**config.mk**
```make
export PLATFORM = sky130hd
export DESIGN_NAME = sbox_byte_sched
export DESIGN_NICKNAME = d
export VERILOG_FILES = /design/src/rtl/sbox_byte_sched.sv
export SDC_FILE = /design/constraint.sdc
export NUM_CORES = 1
export LEC_CHECK = 0
export BUFFER_PORTS_ARGS = -buffer_cell sky130_fd_sc_hd__buf_4
export CAP_MARGIN = 5
export CORE_MARGIN = 4
export CORE_UTILIZATION = 50
export CTS_CLUSTER_DIAMETER = 40
export DETAILED_ROUTE_END_ITERATION = 8
export PLACE_DENSITY_LB_ADDON = 0.3
export RECOVER_POWER = 100
export SLEW_MARGIN = 20
export SYNTH_ARGS = -nofsm -noshare
export SYNTH_HDL_FRONTEND = slang
export SYNTH_SLANG_ARGS = --single-unit
```
**constraint.sdc**
```tcl
create_clock -name clk -period 37.7 [get_ports clk]
set_input_delay 5.655 -clock clk [delete_from_list [all_inputs] [get_ports clk]]
set_output_delay 5.655 -clock clk [all_outputs]
set_load 0.01 [all_outputs]
```
**src/rtl/sbox_byte_sched.sv**
```systemverilog
//==============================================================================
// Module   : sbox_byte_sched (plus shared sbox)
// Purpose  : Byte-serial SubBytes/InvSubBytes over one shared S-box.
//            Optional macro SBOX_PIPE_EN registers the S-box output.
// Revision : 1.0 - initial release
//==============================================================================
`default_nettype none

module sbox (
    input  logic [7:0] i_data,
    input  logic       i_ctrl,
    output logic [7:0] o_data
);
    function automatic logic [7:0] gf_mul(input logic [7:0] a, input logic [7:0] b);
        logic [7:0] p;
        logic [7:0] t;
        p = 8'h00;
        t = a;
        for (int i = 0; i < 8; i++) begin
            if (b[i]) p = p ^ t;
            t = {t[6:0], 1'b0} ^ (t[7] ? 8'h1b : 8'h00);
        end
        return p;
    endfunction

    // a^254 equals the multiplicative inverse in GF(2^8) and maps 0 to 0.
    function automatic logic [7:0] gf_inv(input logic [7:0] a);
        logic [7:0] sq;
        logic [7:0] res;
        sq  = a;
        res = 8'h01;
        for (int i = 1; i < 8; i++) begin
            sq  = gf_mul(sq, sq);
            res = gf_mul(res, sq);
        end
        return res;
    endfunction

    function automatic logic [7:0] aff_fwd(input logic [7:0] x);
        return x ^ {x[6:0], x[7]} ^ {x[5:0], x[7:6]} ^ {x[4:0], x[7:5]}
                 ^ {x[3:0], x[7:4]} ^ 8'h63;
    endfunction

    function automatic logic [7:0] aff_inv(input logic [7:0] x);
        return {x[6:0], x[7]} ^ {x[4:0], x[7:5]} ^ {x[1:0], x[7:2]} ^ 8'h05;
    endfunction

    logic [7:0] w_pre;
    logic [7:0] w_gi;

    // One inverter serves both directions; affine maps sit on either side.
    always_comb begin
        w_pre  = i_ctrl ? aff_inv(i_data) : i_data;
        w_gi   = gf_inv(w_pre);
        o_data = i_ctrl ? w_gi : aff_fwd(w_gi);
    end
endmodule

module sbox_byte_sched #(
    parameter int NBYTES = 16,
    parameter int IDXW   = $clog2(NBYTES)
) (
    input  logic                  clk,
    input  logic                  rst,
    input  logic                  in_valid,
    output logic                  in_ready,
    input  logic                  in_mode,
    input  logic [8*NBYTES-1:0]   in_data,
    output logic                  out_valid,
    input  logic                  out_ready,
    output logic [8*NBYTES-1:0]   out_data,
    output logic                  busy,
    output logic [IDXW-1:0]       byte_idx
);
    localparam logic [1:0]      c_IDLE = 2'd0;
    localparam logic [1:0]      c_RUN  = 2'd1;
    localparam logic [1:0]      c_DONE = 2'd2;
    localparam logic [IDXW-1:0] c_LAST = IDXW'(NBYTES - 1);

    logic [1:0]          r_state;
    logic [1:0]          w_next;
    logic                r_mode;
    logic [IDXW-1:0]     r_idx;
    logic [8*NBYTES-1:0] r_work;
    logic [8*NBYTES-1:0] r_out;
    logic [8*NBYTES-1:0] w_final;
    logic [7:0]          w_sbox_in;
    logic [7:0]          w_sbox_out;
    logic                w_accept;
    logic                w_wb_en;
    logic [IDXW-1:0]     w_wb_idx;
    logic [7:0]          w_wb_data;
    logic                w_last;

    assign w_accept = in_valid && (r_state == c_IDLE);

    always_comb begin
        w_sbox_in = 8'h00;
        for (int i = 0; i < NBYTES; i++) begin
            if (r_idx == IDXW'(i)) w_sbox_in = r_work[8*i +: 8];
        end
    end

    sbox u_sbox (
        .i_data (w_sbox_in),
        .i_ctrl (r_mode),
        .o_data (w_sbox_out)
    );

`ifdef SBOX_PIPE_EN
    logic [7:0]      r_pipe_data;
    logic [IDXW-1:0] r_pipe_idx;
    logic            r_pipe_vld;
    logic            r_issue_done;

    always_ff @(posedge clk or posedge rst) begin
        if (rst) begin
            r_pipe_data  <= 8'h00;
            r_pipe_idx   <= '0;
            r_pipe_vld   <= 1'b0;
            r_issue_done <= 1'b0;
        end else begin
            r_pipe_data <= w_sbox_out;
            r_pipe_idx  <= r_idx;
            r_pipe_vld  <= (r_state == c_RUN) && !r_issue_done;
            if (w_accept)
                r_issue_done <= 1'b0;
            else if ((r_state == c_RUN) && (r_idx == c_LAST))
                r_issue_done <= 1'b1;
        end
    end

    assign w_wb_en   = r_pipe_vld;
    assign w_wb_idx  = r_pipe_idx;
    assign w_wb_data = r_pipe_data;
    assign w_last    = r_pipe_vld && (r_pipe_idx == c_LAST);
`else
    assign w_wb_en   = (r_state == c_RUN);
    assign w_wb_idx  = r_idx;
    assign w_wb_data = w_sbox_out;
    assign w_last    = (r_state == c_RUN) && (r_idx == c_LAST);
`endif

    // The last byte is merged on the fly so out_data only ever shows whole jobs.
    always_comb begin
        w_final = r_work;
        w_final[8*(NBYTES-1) +: 8] = w_wb_data;
    end

    always_ff @(posedge clk or posedge rst) begin
        if (rst) r_state <= c_IDLE;
        else     r_state <= w_next;
    end

    always_comb begin
        w_next = r_state;
        case (r_state)
            c_IDLE:  if (in_valid)  w_next = c_RUN;
            c_RUN:   if (w_last)    w_next = c_DONE;
            c_DONE:  if (out_ready) w_next = c_IDLE;
            default:                w_next = c_IDLE;
        endcase
    end

    always_comb begin
        in_ready  = (r_state == c_IDLE);
        out_valid = (r_state == c_DONE);
        busy      = (r_state == c_RUN) || (r_state == c_DONE);
    end

    always_ff @(posedge clk or posedge rst) begin
        if (rst) begin
            r_mode <= 1'b0;
            r_idx  <= '0;
            r_work <= '0;
            r_out  <= '0;
        end else begin
            if (w_accept) begin
                r_work <= in_data;
                r_mode <= in_mode;
                r_idx  <= '0;
            end else if (r_state == c_RUN) begin
                if (w_last)
                    r_idx <= '0;
                else if (r_idx != c_LAST)
                    r_idx <= r_idx + 1'b1;
                // Substituted bytes overwrite their source in place.
                if (w_wb_en) begin
                    for (int i = 0; i < NBYTES; i++) begin
                        if (w_wb_idx == IDXW'(i)) r_work[8*i +: 8] <= w_wb_data;
                    end
                end
                if (w_last) r_out <= w_final;
            end
        end
    end

    assign out_data = r_out;
    assign byte_idx = r_idx;
endmodule

`default_nettype wire

```
==> flow_summary.toml, run 1 <==
[status]
status = "finished, violations left"
failed_checks = "max-capacitance violations, max-slew violations"

[floorplan]
initial_core_util_pct = 50.4
dieArea_um2 = 62000
die-height_um = 249
io_pins = 268
die_x_um = 249
rows = 88
coreArea_um2 = 57600

[flow_run]
cap_violations = 9

[global_route]
overflow = 0
grt_antenna_before_repair = 2
grt_pass1_wl_um = 160000
grt_pass1_vias = 26600
grt_max_degree = 125
grt.total_usage_pct = 31.8

[clock_tree]
cts-buffers-inserted = 35
tritoncts = "done"
clk_pin_slew_worst_paths_ns = 0.06
clockRootBuffer = "clkbuf_16"
post_cts_buffers = 0
post_cts_resized = 0
cts.sinks = 263
htreeDepth = 2
clk_latency_ns = 0.55
clock_path_buffers = 3
cts_hold_buf = 0

[routing]
drtIter0Drc = 3633
drc = 0
wl_per_cell_um = 23.4
vias_per_cell = 6.39
routed_wl_um = 104000
postRouteAntennaNets = 0
firstDrtPassIters = 8
vias = 28500

[layout]
final_cell_mix = "437 x nor2_1, 361 x xnor2_1, 350 x a21oi_1, 277 x nand2_1, 263 x dfrtp_1"
num-fill-cells = 5393
layout.nets = 3811
syn_to_final_growth_pct = 10.7
drive_gt1_share_pct = 14.0
mostFrequentLayoutCell = "nor2_1"
multiInputGateArea_um2 = 21100
final-seq-area_um2 = 6580

[timing]
finalSetupTns_ns = 0
min_period_ns = 27.57
clock.fmax_mhz = 36.3
clock_skew_ns = 0.0315
worst_pin_slew_ns = 5.41
min_period_over_period_pct = 73.1
report.final.slew_viol_count = 664
rsz0062_at_grt = "no"
setup_viol = 0
hold_violations = 0
relSlewSlack_pct = -263

[synth]
avgSynthCellArea_um2 = 8.22
ys_seq_elements = 263
synth.distinct_cells = 113
synth_area_leaders = "dfrtp_1 23%, xnor2_1 11%, xnor3_1 6.4%"
synth_area_um2 = 29000
syn_inst = 3533
synth_enable_flop_cells = 0
synth_top_area_cell = "dfrtp_1"
async_flop_share_pct = 100
synth_nets = 3681
yosysWarnings = 0
synth_top_area_share_pct = 22.7
yosysSeqAreaShare_pct = 22.7
ys.flop_type = "dfrtp_1"

[critical_path]
cpMostUsedCell = "xnor2_1"
worstPathMaxFanout = 56
crit_required_ns = 37.90
crit_family = "XOR/XNOR gates"
critPathSlowestCell = "clkbuf_1"
cp-end-kind = "flip-flop"
worstPathArrival_ns = 27.77
slowest_delay_ns = 1.67
start_kind = "flip-flop"
path_class = "reg -> reg"
crit_buf_inv = 8

[place]
gp_congestion = 0.990
portBuffers = 267
dpl.hpwl_um = 75200

[hold_path]
hold_path_class = "reg -> reg"
[cell usage after synthesis, drive strengths merged (12+ instances only)]
| cell | number |
|---|---|
| o21ai | 192 |
| a221oi | 17 |
| a22oi | 24 |
| nor4 | 13 |
| a21oi | 351 |
| nand2 | 280 |
| a31oi | 51 |
| o22ai | 31 |
| xnor2 | 398 |
| buf | 124 |
| and2 | 44 |
| ha | 15 |
| a211oi | 46 |
| or2 | 14 |
| xnor3 | 87 |
| inv | 46 |
| mux2i | 65 |
| o21bai | 13 |
| xor2 | 109 |
| nand3b | 12 |
| o211ai | 23 |
| o31ai | 24 |
| clkbuf | 136 |
| dfrtp | 263 |
| nor2 | 441 |
| nor3 | 92 |
| mux2 | 128 |
| a32oi | 15 |
| o221ai | 12 |
| or3 | 18 |
| o21a | 18 |
| nor2b | 27 |
| nand2b | 28 |
| nand3 | 174 |
| nand4 | 19 |
[through the flow]
step / setup slack (ns) / cells / util [%] / area, µm² / hold slack [ns]
global placement: 16.49 / 4391 / 54.8 / 31600 / 0.467
floorplan: 19.78 / 3533 / - / 29000 / 0.486
finish: 10.13 / 4456 / 55.8 / 32200 / 0.479
CTS: 16.08 / 4455 / 56.9 / 32800 / 0.486
global route: 8.01 / 4455 / 55.8 / 32200 / 0.513
detailed placement: 16.14 / 4391 / 54.8 / 31600 / 0.474
[layer usage]
layer	vias up	wire (µm)	track usage, %
met5	-	24	0
met4	4	4940	12.7
met3	300	9830	5.35
met2	1647	47800	51.1
met1	13700	41800	43.0
li1	12800	-	-
[registers in the layout (all words and copies together), names as in the netlist]
signal    count
out_data    128
byte_idx      4
r_work      128
r_state       2
r_mode        1
[final cells by class]
type | count | area share [%]
Clock inverter | 21 | 0.801
Timing Repair Buffer | 353 | 6.57
Tap cell | 765 | 2.98
Antenna cell | 1 | 0.00778
Inverter | 49 | 0.576
Multi-Input combinational cell | 2961 | 65.7
Clock buffer | 43 | 2.91
Sequential cell | 263 | 20.5
[worst register-to-register path, delay by kind of cell, from the launching register on]
family	cells	cell delay [ns]
DFF	1	0.45
xor gates and xnor gates	18	7.51
AOI/OAI and AO/OA	18	4.80
adders and majority gates	4	1.86
and+or+nand+nor	12	4.69
buffers and inverters	8	6.93
muxes	4	0.98
[cells by family (layout without fill, tap and decap cells)]
logic type      Yosys count  in the layout  synth area share, %
xor+xnor                605            605                 24.7
other cells               0              1                    0
buf+inv                 309            466                 4.83
mux                     193            193                 7.23
flops                   263            263                 22.7
fa+ha+maj                15             15                0.646
simple gates           1199           1199                 19.0
compound gates          949            949                 20.9
[path summary, 6_finish.rpt]
kind / end / startpoint / slack, ns / depth (start not counted)
worst min register to register: out_data[19] / out_data[19] / 0.48 / 2
max in group asynchronous: out_data[121] / rst / 22.82 / 4
worst max-delay path: out_data[127] / byte_idx[0] / 10.13 / 64
worst max register to register: out_data[127] / byte_idx[0] / 10.13 / 64
worst min-delay path: out_data[19] / out_data[19] / 0.48 / 2
min in group asynchronous: out_data[37] / rst / 6.78 / 2
Power of run 1 is not shown: default switching activity piles up to over one toggle a cycle in this logic, so the estimate is an artifact.
==> run 2: changes to the inputs <==
--- a/config.mk
+++ b/config.mk
@@ -5,6 +5,7 @@
 export SDC_FILE = /design/constraint.sdc
 export NUM_CORES = 1
 export LEC_CHECK = 0
+export ABC_AREA = 1
 export BUFFER_PORTS_ARGS = -buffer_cell sky130_fd_sc_hd__buf_4
 export CAP_MARGIN = 5
 export CORE_MARGIN = 4
==> constraint.sdc (replaced) <==
create_clock -name clk -period 25.5 [get_ports clk]
set_input_delay 3.825 -clock clk [delete_from_list [all_inputs] [get_ports clk]]
set_output_delay 3.825 -clock clk [all_outputs]
set_load 0.01 [all_outputs]
==> flow_summary.toml, run 2 <==
[floorplan]
coreArea_um2 = 63000
dieArea_um2 = 67500
die-height_um = 260
die_x_um = 260
initial_core_util_pct = 50.4
rows = 92
io_pins = 268

[synth]
synth_top_area_cell = "nand2_1"
ys.flop_type = "dfrtp_1"
synth.distinct_cells = 48
synth_top_area_share_pct = 28.3
synth_most_common_cell = "nand2_1"
synth_common_cells = "2392 x nand2_1, 777 x nand3_1, 572 x inv_1"
ys_seq_elements = 263
yosysSeqAreaShare_pct = 20.7
synth_nets = 5857
synth_enable_flop_cells = 0
synth_area_um2 = 31700
yosysWarnings = 0
async_flop_share_pct = 100
avgSynthCellArea_um2 = 5.56
synth_area_leaders = "nand2_1 28%, dfrtp_1 21%, nand3_1 12%"
syn_inst = 5709

[global_route]
overflow = 0
grt_antenna_before_repair = 14
grt_max_degree = 135
grt_pass1_wl_um = 178000
grt_pass1_vias = 33000
grt.total_usage_pct = 32.0

[critical_path]
r2r_slack_ns = 3.75
r2r_end = "r_work[101]"
worstPathMaxFanout = 22
critPathSlowestCell = "clkinv_1"
ff2ff_path_depth = 125
crit_required_ns = 25.96
cp-end-kind = "flip-flop"
slowest_delay_ns = 0.79
crit_buf_inv = 14
path_class = "reg -> reg"
crit_family = "simple AND/OR/NAND/NOR gates"
worstPathArrival_ns = 22.21
start_kind = "flip-flop"
reg2reg_from = "byte_idx[1]"
cpMostUsedCell = "nand2_1"

[status]
status = "finished, violations left"
failed_checks = "max-capacitance violations, max-slew violations"

[layout]
mostFrequentLayoutCell = "nand2_1"
layout.nets = 5993
num-fill-cells = 6632
syn_to_final_growth_pct = 8.60
final_cell_mix = "2400 x nand2_1, 779 x nand3_1, 574 x inv_1, 347 x nor2_1, 263 x dfrtp_1"
drive_gt1_share_pct = 8.71

[place]
gp_congestion = 1.01
portBuffers = 267
dpl.hpwl_um = 86600

[clock_tree]
cts_hold_buf = 0
post_cts_buffers = 0
clk_pin_slew_worst_paths_ns = 0.06
cts-buffers-inserted = 28
clock_path_buffers = 3
htreeDepth = 1
tritoncts = "done"
cts.sinks = 263
clockRootBuffer = "clkbuf_16"
clk_latency_ns = 0.60
post_cts_resized = 0

[timing]
hold_violations = 0
rsz0062_at_grt = "no"
relSlewSlack_pct = -298
min_period_ns = 21.75
clock_skew_ns = 0.0490
clock.fmax_mhz = 46.0
min_period_over_period_pct = 85.3
finalSetupTns_ns = 0
worst_pin_slew_ns = 5.96
report.final.slew_viol_count = 547
setup_viol = 0

[routing]
vias_per_cell = 5.60
drc = 0
vias = 37700
wl_met2_um = 50500
firstDrtPassIters = 9
drt-met1-wl_um = 48900
wl_met3_um = 10400
top_layer = "met4"
wl_per_cell_um = 16.9
drtIter0Drc = 4679
routed_wl_um = 114000
postRouteAntennaNets = 0

[hold_path]
hp-start = "out_data[34]"
whs_endpoint = "out_data[34]"
hold_path_class = "reg -> reg"
hold_path_depth = 2

[flow_run]
cap_violations = 7
[run 2: cell types whose count changed in the layout (fill, tap and decap cells not counted), sizes merged, moves of 76 or more]
cell	delta
nor3	-90
mux2	-128
nand2	+2261
nand3	+626
xnor2	-337
nor2	-76
xnor3	-83
o21ai	+110
inv	+645
a21oi	-294
[run 2: how the worst max path moves through the flow]
stage / start / end / depth (start not counted)
2_1_floorplan: byte_idx[1] / r_work[69] / 122
3_3_place_gp: byte_idx[1] / r_work[13] / 122
3_5_place_dp: byte_idx[1] / r_work[101] / 126
4_1_cts: byte_idx[1] / r_work[101] / 126
5_1_grt: byte_idx[1] / r_work[110] / 130
6_report: byte_idx[1] / r_work[101] / 125
[run 2: per-stage QoR]
| stage | instance area (µm²) | setup WS (ns) | instances | utilization, % | hold WS, ns |
|---|---|---|---|---|---|
| after floorplan | 31700 | 10.98 | 5709 | - | 0.449 |
| after global placement | 33900 | 6.28 | 6661 | 53.9 | 0.465 |
| after detailed placement | 33900 | 5.72 | 6661 | 53.9 | 0.467 |
| after CTS | 35000 | 5.61 | 6711 | 55.6 | 0.485 |
| after global routing | 34400 | 1.57 | 6725 | 54.7 | 0.511 |
| final | 34400 | 3.75 | 6725 | 54.7 | 0.479 |
[run 2: kinds of logic after synthesis]
group / after synthesis / share of synthesized area [%]
AO/OA/AOI/OAI: 498 / 9.00
XOR/XNOR: 185 / 5.77
adder cells (fa/ha/maj): 15 / 0.592
buffers and inverters: 887 / 11.4
flip-flops: 263 / 20.7
multiplexers: 1 / 0.0316
AND/OR/NAND/NOR: 3860 / 52.4
[run 2: tightest hold or removal path, stage by stage (launching register included)]
cell     delay (ns)
dfrtp_1        0.34
nand2_1        0.05
nand2_1        0.05
[run 2: final cells by class]
cell class / count / area, µm² / area share (%)
flip-flops and latches: 263 / 6580 / 19.1
clock inverters: 13 / 230 / 0.668
inverters: 715 / 2690 / 7.81
multi-input cells: 4559 / 21500 / 62.3
well taps: 846 / 1060 / 3.07
clock buffers: 37 / 825 / 2.39
diodes: 14 / 35.0 / 0.102
repair buffers: 278 / 1560 / 4.52
[run 2: routing by layer]
metal,global-route usage [%],vias to the layer above
met5,0,-
met4,10.8,0
met3,3.66,276
met2,51.0,1843
met1,45.3,17300
li1,-,18300
Power of run 2 is left out for the same reason.
